[src/rtl/vga_timing_pkg.sv]
// vga_timing_pkg
// Shared timing constants and counter types for the 640x480 row-mask scanout.
// The DEF_* values are the default porch/sync widths; the derived constants
// give the line/frame totals and the inclusive sync windows for that mode.
package vga_timing_pkg;

    localparam int DEF_H_ACTIVE = 640;
    localparam int DEF_H_FP     = 16;
    localparam int DEF_H_SYNC   = 96;
    localparam int DEF_H_BP     = 48;
    localparam int DEF_V_ACTIVE = 480;
    localparam int DEF_V_FP     = 10;
    localparam int DEF_V_SYNC   = 2;
    localparam int DEF_V_BP     = 33;

    localparam int H_TOTAL  = DEF_H_ACTIVE + DEF_H_FP + DEF_H_SYNC + DEF_H_BP;  // 800
    localparam int V_TOTAL  = DEF_V_ACTIVE + DEF_V_FP + DEF_V_SYNC + DEF_V_BP;  // 525
    localparam int HS_START = DEF_H_ACTIVE + DEF_H_FP;                          // 656
    localparam int HS_END   = HS_START + DEF_H_SYNC - 1;                        // 751
    localparam int VS_START = DEF_V_ACTIVE + DEF_V_FP;                          // 490
    localparam int VS_END   = VS_START + DEF_V_SYNC - 1;                        // 491

    typedef logic [9:0] hcnt_t;
    typedef logic [9:0] vcnt_t;

endpackage

[src/rtl/vga_timing_gen.sv]
// vga_timing_gen
// Horizontal/vertical pixel counters with sync and active-area decode.
// All decode outputs are combinational views of the *current* counters so the
// consumer can register them on the same clk_en edge that advances the counters.
// Ports:
//   clk, rst     clock / synchronous active-high reset
//   clk_en       pixel tick; counters advance only when high
//   hcnt         current horizontal count
//   line_swap    this tick wraps the line and the next line is visible
//   frame_swap   line_swap whose next line is line 0
//   act          current position is inside the visible area
//   hs_n, vs_n   active-low sync decode of the current position
module vga_timing_gen
    import vga_timing_pkg::*;
#(
    parameter int H_ACTIVE = DEF_H_ACTIVE,
    parameter int H_FP     = DEF_H_FP,
    parameter int H_SYNC   = DEF_H_SYNC,
    parameter int H_BP     = DEF_H_BP,
    parameter int V_ACTIVE = DEF_V_ACTIVE,
    parameter int V_FP     = DEF_V_FP,
    parameter int V_SYNC   = DEF_V_SYNC,
    parameter int V_BP     = DEF_V_BP
) (
    input  logic  clk,
    input  logic  rst,
    input  logic  clk_en,
    output hcnt_t hcnt,
    output logic  line_swap,
    output logic  frame_swap,
    output logic  act,
    output logic  hs_n,
    output logic  vs_n
);

    localparam hcnt_t H_LAST = hcnt_t'(H_ACTIVE + H_FP + H_SYNC + H_BP - 1);
    localparam hcnt_t H_ACT  = hcnt_t'(H_ACTIVE);
    localparam hcnt_t HS_B   = hcnt_t'(H_ACTIVE + H_FP);
    localparam hcnt_t HS_E   = hcnt_t'(H_ACTIVE + H_FP + H_SYNC - 1);
    localparam vcnt_t V_LAST = vcnt_t'(V_ACTIVE + V_FP + V_SYNC + V_BP - 1);
    localparam vcnt_t V_ACT  = vcnt_t'(V_ACTIVE);
    localparam vcnt_t VS_B   = vcnt_t'(V_ACTIVE + V_FP);
    localparam vcnt_t VS_E   = vcnt_t'(V_ACTIVE + V_FP + V_SYNC - 1);

    hcnt_t hcnt_q, hcnt_d;
    vcnt_t vcnt_q, vcnt_d;
    vcnt_t vcnt_nxt;
    logic  h_wrap;

    // Next-state counters plus decode of the current position.
    always_comb begin
        h_wrap   = (hcnt_q == H_LAST);
        vcnt_nxt = vcnt_q;
        if (h_wrap) begin
            if (vcnt_q == V_LAST) begin
                vcnt_nxt = '0;
            end else begin
                vcnt_nxt = vcnt_q + 10'd1;
            end
        end else begin
            vcnt_nxt = vcnt_q;
        end

        hcnt_d = hcnt_q;
        vcnt_d = vcnt_q;
        if (clk_en) begin
            if (h_wrap) begin
                hcnt_d = '0;
            end else begin
                hcnt_d = hcnt_q + 10'd1;
            end
            vcnt_d = vcnt_nxt;
        end else begin
            hcnt_d = hcnt_q;
            vcnt_d = vcnt_q;
        end

        // The swap loads the row for the line that starts after this tick.
        line_swap  = clk_en && h_wrap && (vcnt_nxt < V_ACT);
        frame_swap = line_swap && (vcnt_nxt == '0);
        act        = (hcnt_q < H_ACT) && (vcnt_q < V_ACT);
        hs_n       = !((hcnt_q >= HS_B) && (hcnt_q <= HS_E));
        vs_n       = !((vcnt_q >= VS_B) && (vcnt_q <= VS_E));
    end

    // Counter registers; reset parks on the last position so the first tick swaps line 0.
    always_ff @(posedge clk) begin
        if (rst) begin
            hcnt_q <= H_LAST;
            vcnt_q <= V_LAST;
        end else begin
            hcnt_q <= hcnt_d;
            vcnt_q <= vcnt_d;
        end
    end

    assign hcnt = hcnt_q;

endmodule

[src/rtl/mask_scanout_vga.sv]
// mask_scanout_vga
// Consumer end of the row-mask interface. Double-buffers 640-bit row masks
// (back buffer filled by rp_valid, front buffer scanned out) and serialises
// the front row under VGA timing.
// Ports:
//   clk, rst      clock / synchronous active-high reset
//   clk_en        pixel tick
//   mg_mask       row mask, bit 0 = leftmost pixel; valid with rp_valid
//   rp_valid      one-cycle row strobe (independent of clk_en)
//   row_req       back buffer empty, ready for a row (registered level)
//   frame_start   one-cycle pulse at the line 0 swap
//   pix_on, de    pixel bit and data enable
//   hsync, vsync  active-low syncs
//   underrun      sticky: a visible line started with no row ready
//   dropped       sticky: a row arrived while the back buffer was full
module mask_scanout_vga
    import vga_timing_pkg::*;
#(
    parameter int H_ACTIVE = DEF_H_ACTIVE,
    parameter int H_FP     = DEF_H_FP,
    parameter int H_SYNC   = DEF_H_SYNC,
    parameter int H_BP     = DEF_H_BP,
    parameter int V_ACTIVE = DEF_V_ACTIVE,
    parameter int V_FP     = DEF_V_FP,
    parameter int V_SYNC   = DEF_V_SYNC,
    parameter int V_BP     = DEF_V_BP
) (
    input  logic                clk,
    input  logic                rst,
    input  logic                clk_en,
    input  logic [0:H_ACTIVE-1] mg_mask,
    input  logic                rp_valid,
    output logic                row_req,
    output logic                frame_start,
    output logic                pix_on,
    output logic                de,
    output logic                hsync,
    output logic                vsync,
    output logic                underrun,
    output logic                dropped
);

    hcnt_t hcnt;
    logic  line_swap;
    logic  frame_swap;
    logic  act;
    logic  hs_n;
    logic  vs_n;

    vga_timing_gen #(
        .H_ACTIVE (H_ACTIVE),
        .H_FP     (H_FP),
        .H_SYNC   (H_SYNC),
        .H_BP     (H_BP),
        .V_ACTIVE (V_ACTIVE),
        .V_FP     (V_FP),
        .V_SYNC   (V_SYNC),
        .V_BP     (V_BP)
    ) u_timing (
        .clk        (clk),
        .rst        (rst),
        .clk_en     (clk_en),
        .hcnt       (hcnt),
        .line_swap  (line_swap),
        .frame_swap (frame_swap),
        .act        (act),
        .hs_n       (hs_n),
        .vs_n       (vs_n)
    );

    logic [0:H_ACTIVE-1] front_q, front_d;
    logic [0:H_ACTIVE-1] back_q, back_d;
    logic [0:H_ACTIVE-1] pix_sh;
    logic                back_full_q, back_full_d;
    logic                underrun_q, underrun_d;
    logic                dropped_q, dropped_d;
    logic                row_req_q, row_req_d;
    logic                frame_start_q, frame_start_d;
    logic                pix_on_q, pix_on_d;
    logic                de_q, de_d;
    logic                hsync_q, hsync_d;
    logic                vsync_q, vsync_d;

    // Buffer capture/swap, sticky flags and output next-state.
    always_comb begin
        front_d     = front_q;
        back_d      = back_q;
        back_full_d = back_full_q;
        underrun_d  = underrun_q;
        dropped_d   = dropped_q;

        if (line_swap) begin
            if (back_full_q) begin
                front_d = back_q;
                // A row arriving on the swap edge refills the slot just vacated.
                if (rp_valid) begin
                    back_d      = mg_mask;
                    back_full_d = 1'b1;
                end else begin
                    back_full_d = 1'b0;
                end
            end else if (rp_valid) begin
                // Row arrived exactly at its deadline: go straight to the front.
                front_d = mg_mask;
            end else begin
                front_d    = '0;
                underrun_d = 1'b1;
            end
        end else if (rp_valid) begin
            if (back_full_q) begin
                dropped_d = 1'b1;
            end else begin
                back_d      = mg_mask;
                back_full_d = 1'b1;
            end
        end else begin
            back_full_d = back_full_q;
        end

        row_req_d     = !back_full_q;
        frame_start_d = frame_swap;

        // front_q[hcnt] via a shift; index 0 is the MSB of an ascending range.
        pix_sh = front_q << hcnt;

        if (clk_en) begin
            de_d    = act;
            pix_on_d = act ? pix_sh[0] : 1'b0;
            hsync_d = hs_n;
            vsync_d = vs_n;
        end else begin
            de_d     = de_q;
            pix_on_d = pix_on_q;
            hsync_d  = hsync_q;
            vsync_d  = vsync_q;
        end
    end

    // State and output registers.
    always_ff @(posedge clk) begin
        if (rst) begin
            front_q       <= '0;
            back_q        <= '0;
            back_full_q   <= 1'b0;
            underrun_q    <= 1'b0;
            dropped_q     <= 1'b0;
            row_req_q     <= 1'b0;
            frame_start_q <= 1'b0;
            pix_on_q      <= 1'b0;
            de_q          <= 1'b0;
            hsync_q       <= 1'b1;
            vsync_q       <= 1'b1;
        end else begin
            front_q       <= front_d;
            back_q        <= back_d;
            back_full_q   <= back_full_d;
            underrun_q    <= underrun_d;
            dropped_q     <= dropped_d;
            row_req_q     <= row_req_d;
            frame_start_q <= frame_start_d;
            pix_on_q      <= pix_on_d;
            de_q          <= de_d;
            hsync_q       <= hsync_d;
            vsync_q       <= vsync_d;
        end
    end

    assign row_req     = row_req_q;
    assign frame_start = frame_start_q;
    assign pix_on      = pix_on_q;
    assign de          = de_q;
    assign hsync       = hsync_q;
    assign vsync       = vsync_q;
    assign underrun    = underrun_q;
    assign dropped     = dropped_q;

endmodule

[config.mk]
export PLATFORM = sky130hd
export DESIGN_NAME = mask_scanout_vga
export DESIGN_NICKNAME = d
export VERILOG_FILES = /design/src/rtl/vga_timing_pkg.sv /design/src/rtl/vga_timing_gen.sv /design/src/rtl/mask_scanout_vga.sv
export SDC_FILE = /design/constraint.sdc
export NUM_CORES = 2
export LEC_CHECK = 0
export CORE_ASPECT_RATIO = 0.75
export CORE_MARGIN = 3
export CORE_UTILIZATION = 50
export CTS_BUF_LIST = sky130_fd_sc_hd__clkbuf_8
export DETAILED_ROUTE_END_ITERATION = 12
export HOLD_SLACK_MARGIN = 0.06
export PLACE_DENSITY = 0.78
export SLEW_MARGIN = 10
export SYNTH_ARGS = -nofsm -noshare
export SYNTH_HDL_FRONTEND = slang
export SYNTH_SLANG_ARGS = --single-unit
[constraint.sdc]
create_clock -name clk -period 5.71 [get_ports clk]
set_input_delay 1.4275 -clock clk [delete_from_list [all_inputs] [get_ports clk]]
set_output_delay 1.4275 -clock clk [all_outputs]
set_load 0.02 [all_outputs]
# [Word level (Yosys, flattened, before mapping)]
# Cells that the tools add are included.
[totals] reg_bits=1309 input_bits=644 output_inout_bits=8 wordCells=60
[op_classes] addsub=2 n_lt_le_gt_ge=7 eq_ne=5 shifts=1 muxes=15 n_bitwise=3 reduce_logical=14
[op_table] operator="$mux W640" count=7
[op_table] operator="$shl A640 B10 Y640" count=1
[op_table] operator="$mux W10" count=3
[op_table] operator="$add A10 B1 Y10 const B" count=2
[op_table] operator="$eq A10 B10 Y1 const B" count=2
[op_table] operator="$lt A10 B9 Y1 const B" count=2
[op_table] operator="$ge A10 B10 Y1 const B" count=1
[op_table] operator="$ge A10 B9 Y1 const B" count=1
[op_table] operator="$le A10 B10 Y1 const B" count=1
[op_table] operator="$le A10 B9 Y1 const B" count=1
[op_table] operator="$logic_not A10 Y1" count=1
[op_table] operator="$lt A10 B10 Y1 const B" count=1
[op_table] operator="$logic_and A1 B1 Y1" count=6
[op_table] operator="$reduce_and A3 Y1" count=2
[op_table] operator="$mux W1" count=5
[op_table] operator="$ne A2 B2 Y1 const B" count=2
[op_table] operator="$reduce_and A4 Y1" count=1
[op_table] operator="$logic_not A1 Y1" count=3
[op_table] operator="$not A1 Y1" count=3
[op_table] operator="$ne A2 B1 Y1 const B" count=1
[op_table] operator="$reduce_bool A2 Y1" count=1

# [Longest topological paths before layout]
[logic_depth] word_depth=7 depth_mapped=15 mapped_depth_nobuf=10

# [Hierarchy]
# A second synthesis with hierarchy kept.
[hier_totals] cells_unflattened=7684 hier_area_um2=58384.7
[by_module_without_submodules] module="mask_scanout_vga" instances=1 cells_per_inst=7522 area_each_um2=57097.3 seq_area_each_um2=25804.7
[by_module_without_submodules] module="vga_timing_gen" instances=1 cells_per_inst=162 area_each_um2=1287.5 seq_area_each_um2=400.4

# [Least setup slack after synthesis]
# Ideal clock, no wire load.
[synth_path] path_type="input to register" start="in clk_en" end="reg back_q[201] (netlist bit)" setup_ns=0.069 t_arrival_ns=3.371 slack_ns=2.270 cell_stages=9 n_path_buf=3 cell_sequence="inv_1 -> nor4_1 -> o311ai_4 -> xor2_1 -> and2_1 -> buf_4 -> buf_6 -> buf_4 -> o21ai_1"
[synth_via] elab_chain_cells=4 word_cells_on_any_way=7 classes_between="2 x eq/ne; 1 x mux; 4 x reduce/logical"
[synth_rtl] item="start: declaration" line="mask_scanout_vga.sv:30" text="input logic clk_en,"
[synth_rtl] item="$logic_and A1 B1 Y1 * (2 in series)" line="vga_timing_gen.sv:79" text="line_swap = clk_en && h_wrap && (vcnt_nxt < V_ACT);"
[synth_rtl] item="$ne A2 B1 Y1 (no line), or another cell as far along"
[synth_rtl] item="$reduce_and A4 Y1 (no line)"
[synth_rtl] item="end signal: assignment" line="mask_scanout_vga.sv:155" text="back_q <= back_d;"
[synth_rtl] item="end: declaration" line="mask_scanout_vga.sv:72" text="logic [0:H_ACTIVE-1] back_q, back_d;"
# Mark *: on every way between the ends. The rest lies on a longest branch, timed or not.
# A chain may end at the register's enable or synchronous reset.

# [Worst setup path in the final report]
[layout_path] start="reg u_timing.hcnt_q[1] (netlist: u_timing.hcnt[1])" end="reg back_q[264] (netlist bit)"
[layout_via] elab_chain_cells=6 word_cells_on_any_way=10 classes_between="1 x order compare; 3 x eq/ne; 2 x mux; 4 x reduce/logical"
[layout_rtl] item="start: declaration" line="vga_timing_gen.sv:45" text="hcnt_t hcnt_q, hcnt_d;"
[layout_rtl] item="start signal: assignment" line="vga_timing_gen.sv:92" text="hcnt_q <= hcnt_d;"
[layout_rtl] item="$eq A10 B10 Y1 *" line="vga_timing_gen.sv:52" text="h_wrap = (hcnt_q == H_LAST);"
[layout_rtl] item="$mux W10" line="vga_timing_gen.sv:54" text="if (h_wrap) begin"
[layout_rtl] item="$lt A10 B9 Y1" line="vga_timing_gen.sv:79"
[layout_rtl] item="$logic_and A1 B1 Y1 *" line="vga_timing_gen.sv:79"
[layout_rtl] item="$ne A2 B1 Y1 (no line), or another cell as far along"
[layout_rtl] item="$reduce_and A4 Y1 (no line)"
# Marked as above.

==> summary by stage <==
Timing
The minimum clock period is 4.96 ns. The setup TNS after final layout is 0 ns. The max-slew violation count came to 0. For the pin with the worst max-slew slack, the measured transition is 1.31 ns. Of the available clock period, the critical path in the final layout requires 0.869.

Setup repair after global routing left no endpoint under its margin. The highest attainable clock frequency is 0.202 GHz. The hold violation count in the final report came to 0. The relative max-transition margin is 0.122. The final setup violation count is 0.

On the final layout, the worst clock skew is 0.0485 ns.

Pwr
The share of total power dissipated in combinational logic is 0.189. Of the total power, registers draw 0.454. The worst-case IR drop observed on VDD is 0.203 mV. The part of the power in the clock network is 0.357. Cell internal power was estimated by the tool at 15.8 mW. The switching portion of total power is 0.303.

For this design the static power due to leakage is 25.5 nW. The total power after layout is 22.7 mW. Dividing total power by cell area gives a power density of 304 nW/um^2. Summed over all nets, the switching power comes to 6.87 mW.

GRT
Entering global routing, the biggest net connects 267 pins. The total grt overflow is 0. The first global-routing pass estimated 301,000 um of wire. The overall track demand over capacity in global routing is 0.281. The via count of the first global-routing pass is 53,857. The number of antenna violations at the first check in global routing is 15.

Setup path
STA puts the critical path data required time at 6.48 ns. The category of the critical setup timing path is reg2reg. The combined buffer and inverter count along the critical path is 1.

The startpoint kind of the worst setup timing path is a flop. The critical path goes through ha_1 -> nand2_1 -> nor3_1 -> nand4_1 -> xor2_1 -> o311ai_4 -> xor2_4 -> and2_4 -> buf_12 -> o21ai_1. The critical path data arrival time is 5.73 ns. The worst stage delay on the critical path is 0.89 ns. The library cell contributing the largest single delay on the critical path is sky130_fd_sc_hd__dfxtp_4. In this run the worst path has a maximum fanout of 137. The worst setup path is captured at a flop.

The cell family contributing the most delay on the critical path is simple AND/OR/NAND/NOR gates.

Die
The initialized floorplan defines 113 standard-cell rows. The die is 420 um wide. The initial core utilization is 0.506. The region available for standard cell placement spans 127,000 um^2. 652 I/O pins were placed. The die covers 133,000 um^2. From bottom edge to top edge, the die measures 317 um.

Finish
The area growth from synthesis to layout is 15.9%. The most common library cell in the layout ignoring fill and taps is sky130_fd_sc_hd__nor2_1. Fill cells in the final layout number 11,043. The multi-input logic area is 34,200 um^2. The net count of the finished layout is 8,618. The storage element area is 26,200 um^2.

The fraction of final layout cells with drive strength greater than 1 is 0.0747. In the layout the commonest cells are sky130_fd_sc_hd__nor2_1, sky130_fd_sc_hd__dfxtp_1, sky130_fd_sc_hd__nand2_1, sky130_fd_sc_hd__a21oi_1, sky130_fd_sc_hd__a211oi_1. The final cell utilization of the core is 0.587.

Yosys
The number of distinct library cells after synthesis is 71. The sequential cell area fraction in the yosys report is 0.407. The synthesized net count is 8,504. The area of the mapped netlist is 64,400 um^2. The count of mapped cells out of synthesis is 7,855. The number of warnings reported in the yosys synthesis log is 0. Counting flops and latches in the post-synthesis netlist gives 1,309.

The proportion of register bits with asynchronous set or reset after synthesis is 0. The number of enable flip-flop cells after synthesis is 0. Among all flip-flop cells after synthesis, the most frequent one is sky130_fd_sc_hd__dfxtp_1.

The average instance in the mapped netlist occupies 8.20 um^2.

Routing
The number of routed nets with antenna violations is 0. For this block, the routed nets add up to 195,000 um of wire. In the final routed layout, each cell accounts on average for 19.9 um. After detailed routing, the number of remaining DRC violations is 0. The number of search-and-repair iterations in the first detailed-routing pass is 6. The detailed router finished its first iteration with 6,088 violations.

For this block, the via count after detailed routing is 57,840. The via count normalized by instance count is 5.90.

Job
The max-capacitance violation count is 0.

Clock tree
After clock tree synthesis, the clock-pin slew on the worst setup and hold paths is 0.07 ns. Clock tree synthesis inserted a total of 202 buffers. The total of cells resized after clock tree synthesis is 0. Clock latency on the worst-skew pair, taken at its later pin, is 0.95 ns.

Counting every sink on the clock net gives 1,309. The CTS tree is yes. In this run the deepest clock path goes through 3 buffers. The buffer type at the clock tree root is sky130_fd_sc_hd__clkbuf_8.

CTS built an H-tree with a depth of 4. In this run the post-CTS setup repair buffer count came out at 0. The number of buffers inserted by hold repair at cts is 0.

Run status
The run finished with clean final reports.

Place
The number of I/O port buffers is 651. Detailed placement finished with a half-perimeter wire length of 122,000 um. The routability congestion estimate is 0.822.

Worst hold path
The min-delay analysis places its worst path in the category reg2reg.
## path summary, 6_finish.rpt
| kind | slack, ns | end | from | depth (start not counted) |
|---|---|---|---|---|
| max | 0.75 | back_q[264] | u_timing.hcnt[1] | 10 |
| max reg2reg | 0.75 | back_q[264] | u_timing.hcnt[1] | 10 |
| min | 0.46 | back_q[283] | back_q[283] | 2 |
| min reg2reg | 0.46 | back_q[283] | back_q[283] | 2 |
## worst reg2reg max path: cells and delay by family, from the launching register on
| family | cells | cell delay, ns |
|---|---|---|
| AND/OR/NAND/NOR | 4 | 1.44 |
| AO/OA/AOI/OAI | 2 | 0.97 |
| buffers and inverters | 1 | 0.41 |
| flip-flops | 1 | 0.89 |
| XOR/XNOR | 2 | 0.66 |
| adder cells (fa/ha/maj) | 1 | 0.42 |
## Yosys cell counts, drive strengths merged (6+ instances only)
master,instances,share of area
buf,308,0.030
nor4,8,0.00078
a22oi,9,0.0011
dfxtp,1309,0.41
a31oi,7,0.00068
a211oi,654,0.076
or3,8,0.00078
mux2i,45,0.0070
mux2,15,0.0026
a21oi,673,0.052
o211ai,6,0.00070
clkbuf,549,0.032
nand2,695,0.041
nand3,14,0.0011
mux4,149,0.052
nor3,18,0.0014
inv,11,0.00064
nor2b,6,0.00058
nand2b,650,0.063
o21ai,665,0.052
and2,10,0.00097
nor2,1309,0.076
nand4b,644,0.088
nand4,10,0.00097
a221oi,6,0.00082
## stage by stage
step / setup slack, ns / instance area (um^2) / hold WS [ns] / std cells
2_1_floorplan: 2.27 / 64400 / 0.442 / 7855
3_3_place_gp: 0.646 / 70500 / 0.450 / 9431
3_5_place_dp: 0.514 / 70500 / 0.453 / 9431
4_1_cts: 0.869 / 74600 / 0.465 / 9789
5_1_grt: 0.559 / 74600 / 0.477 / 9798
6_report: 0.750 / 74700 / 0.463 / 9801
## power groups by stage
stage / Sequential [mW] / Combinational [mW] / Clock (mW)
floorplan: 10.3 / 2.92 / 0
global placement: 10.4 / 4.14 / 0
detailed placement: 10.5 / 4.23 / 0
CTS: 10.3 / 4.25 / 8.21
global route: 10.4 / 4.67 / 8.64
finish: 10.3 / 4.28 / 8.09
## logic make-up (layout without fill, tap and decap cells)
family	count (synthesis)	after routing	synth area share
compound gates	2063	2063	0.190
mux	209	209	0.0617
xor+xnor	10	10	0.00136
fa+ha+maj	5	5	0.000971
other cells	0	11	0
flops	1309	1309	0.407
buf+inv	869	1137	0.0629
simple gates	3390	3390	0.277
## layer usage
| metal | wire, um | GRT usage | part of all wire | vias to the layer above |
|---|---|---|---|---|
| met2 | 89000 | 0.436 | 0.46 | 2003 |
| li1 | - | - | - | 28087 |
| met4 | 8340 | 0.134 | 0.043 | 6 |
| met3 | 13600 | 0.0517 | 0.070 | 398 |
| met5 | 34 | 0 | 0.00017 | - |
| met1 | 84000 | 0.379 | 0.43 | 27346 |
## layout make-up
type                       instances  area share
timing repair buffer             767       0.106
tap                             1667      0.0279
sequential                      1309       0.351
inverter                          12    0.000603
multi-input combinational       5677       0.458
clock buffer                     258      0.0476
clock inverter                   100     0.00794
antenna                           11    0.000369
## sequential cells by signal (all words and copies together), names as in the netlist
register         flops
row_req              1
vsync                1
underrun             1
u_timing.hcnt       10
back_full_q          1
frame_start          1
de                   1
dropped              1
front_q            640
u_timing.vcnt_q     10
pix_on               1
hsync                1
back_q             640
Power figures use the tool's default switching activity.
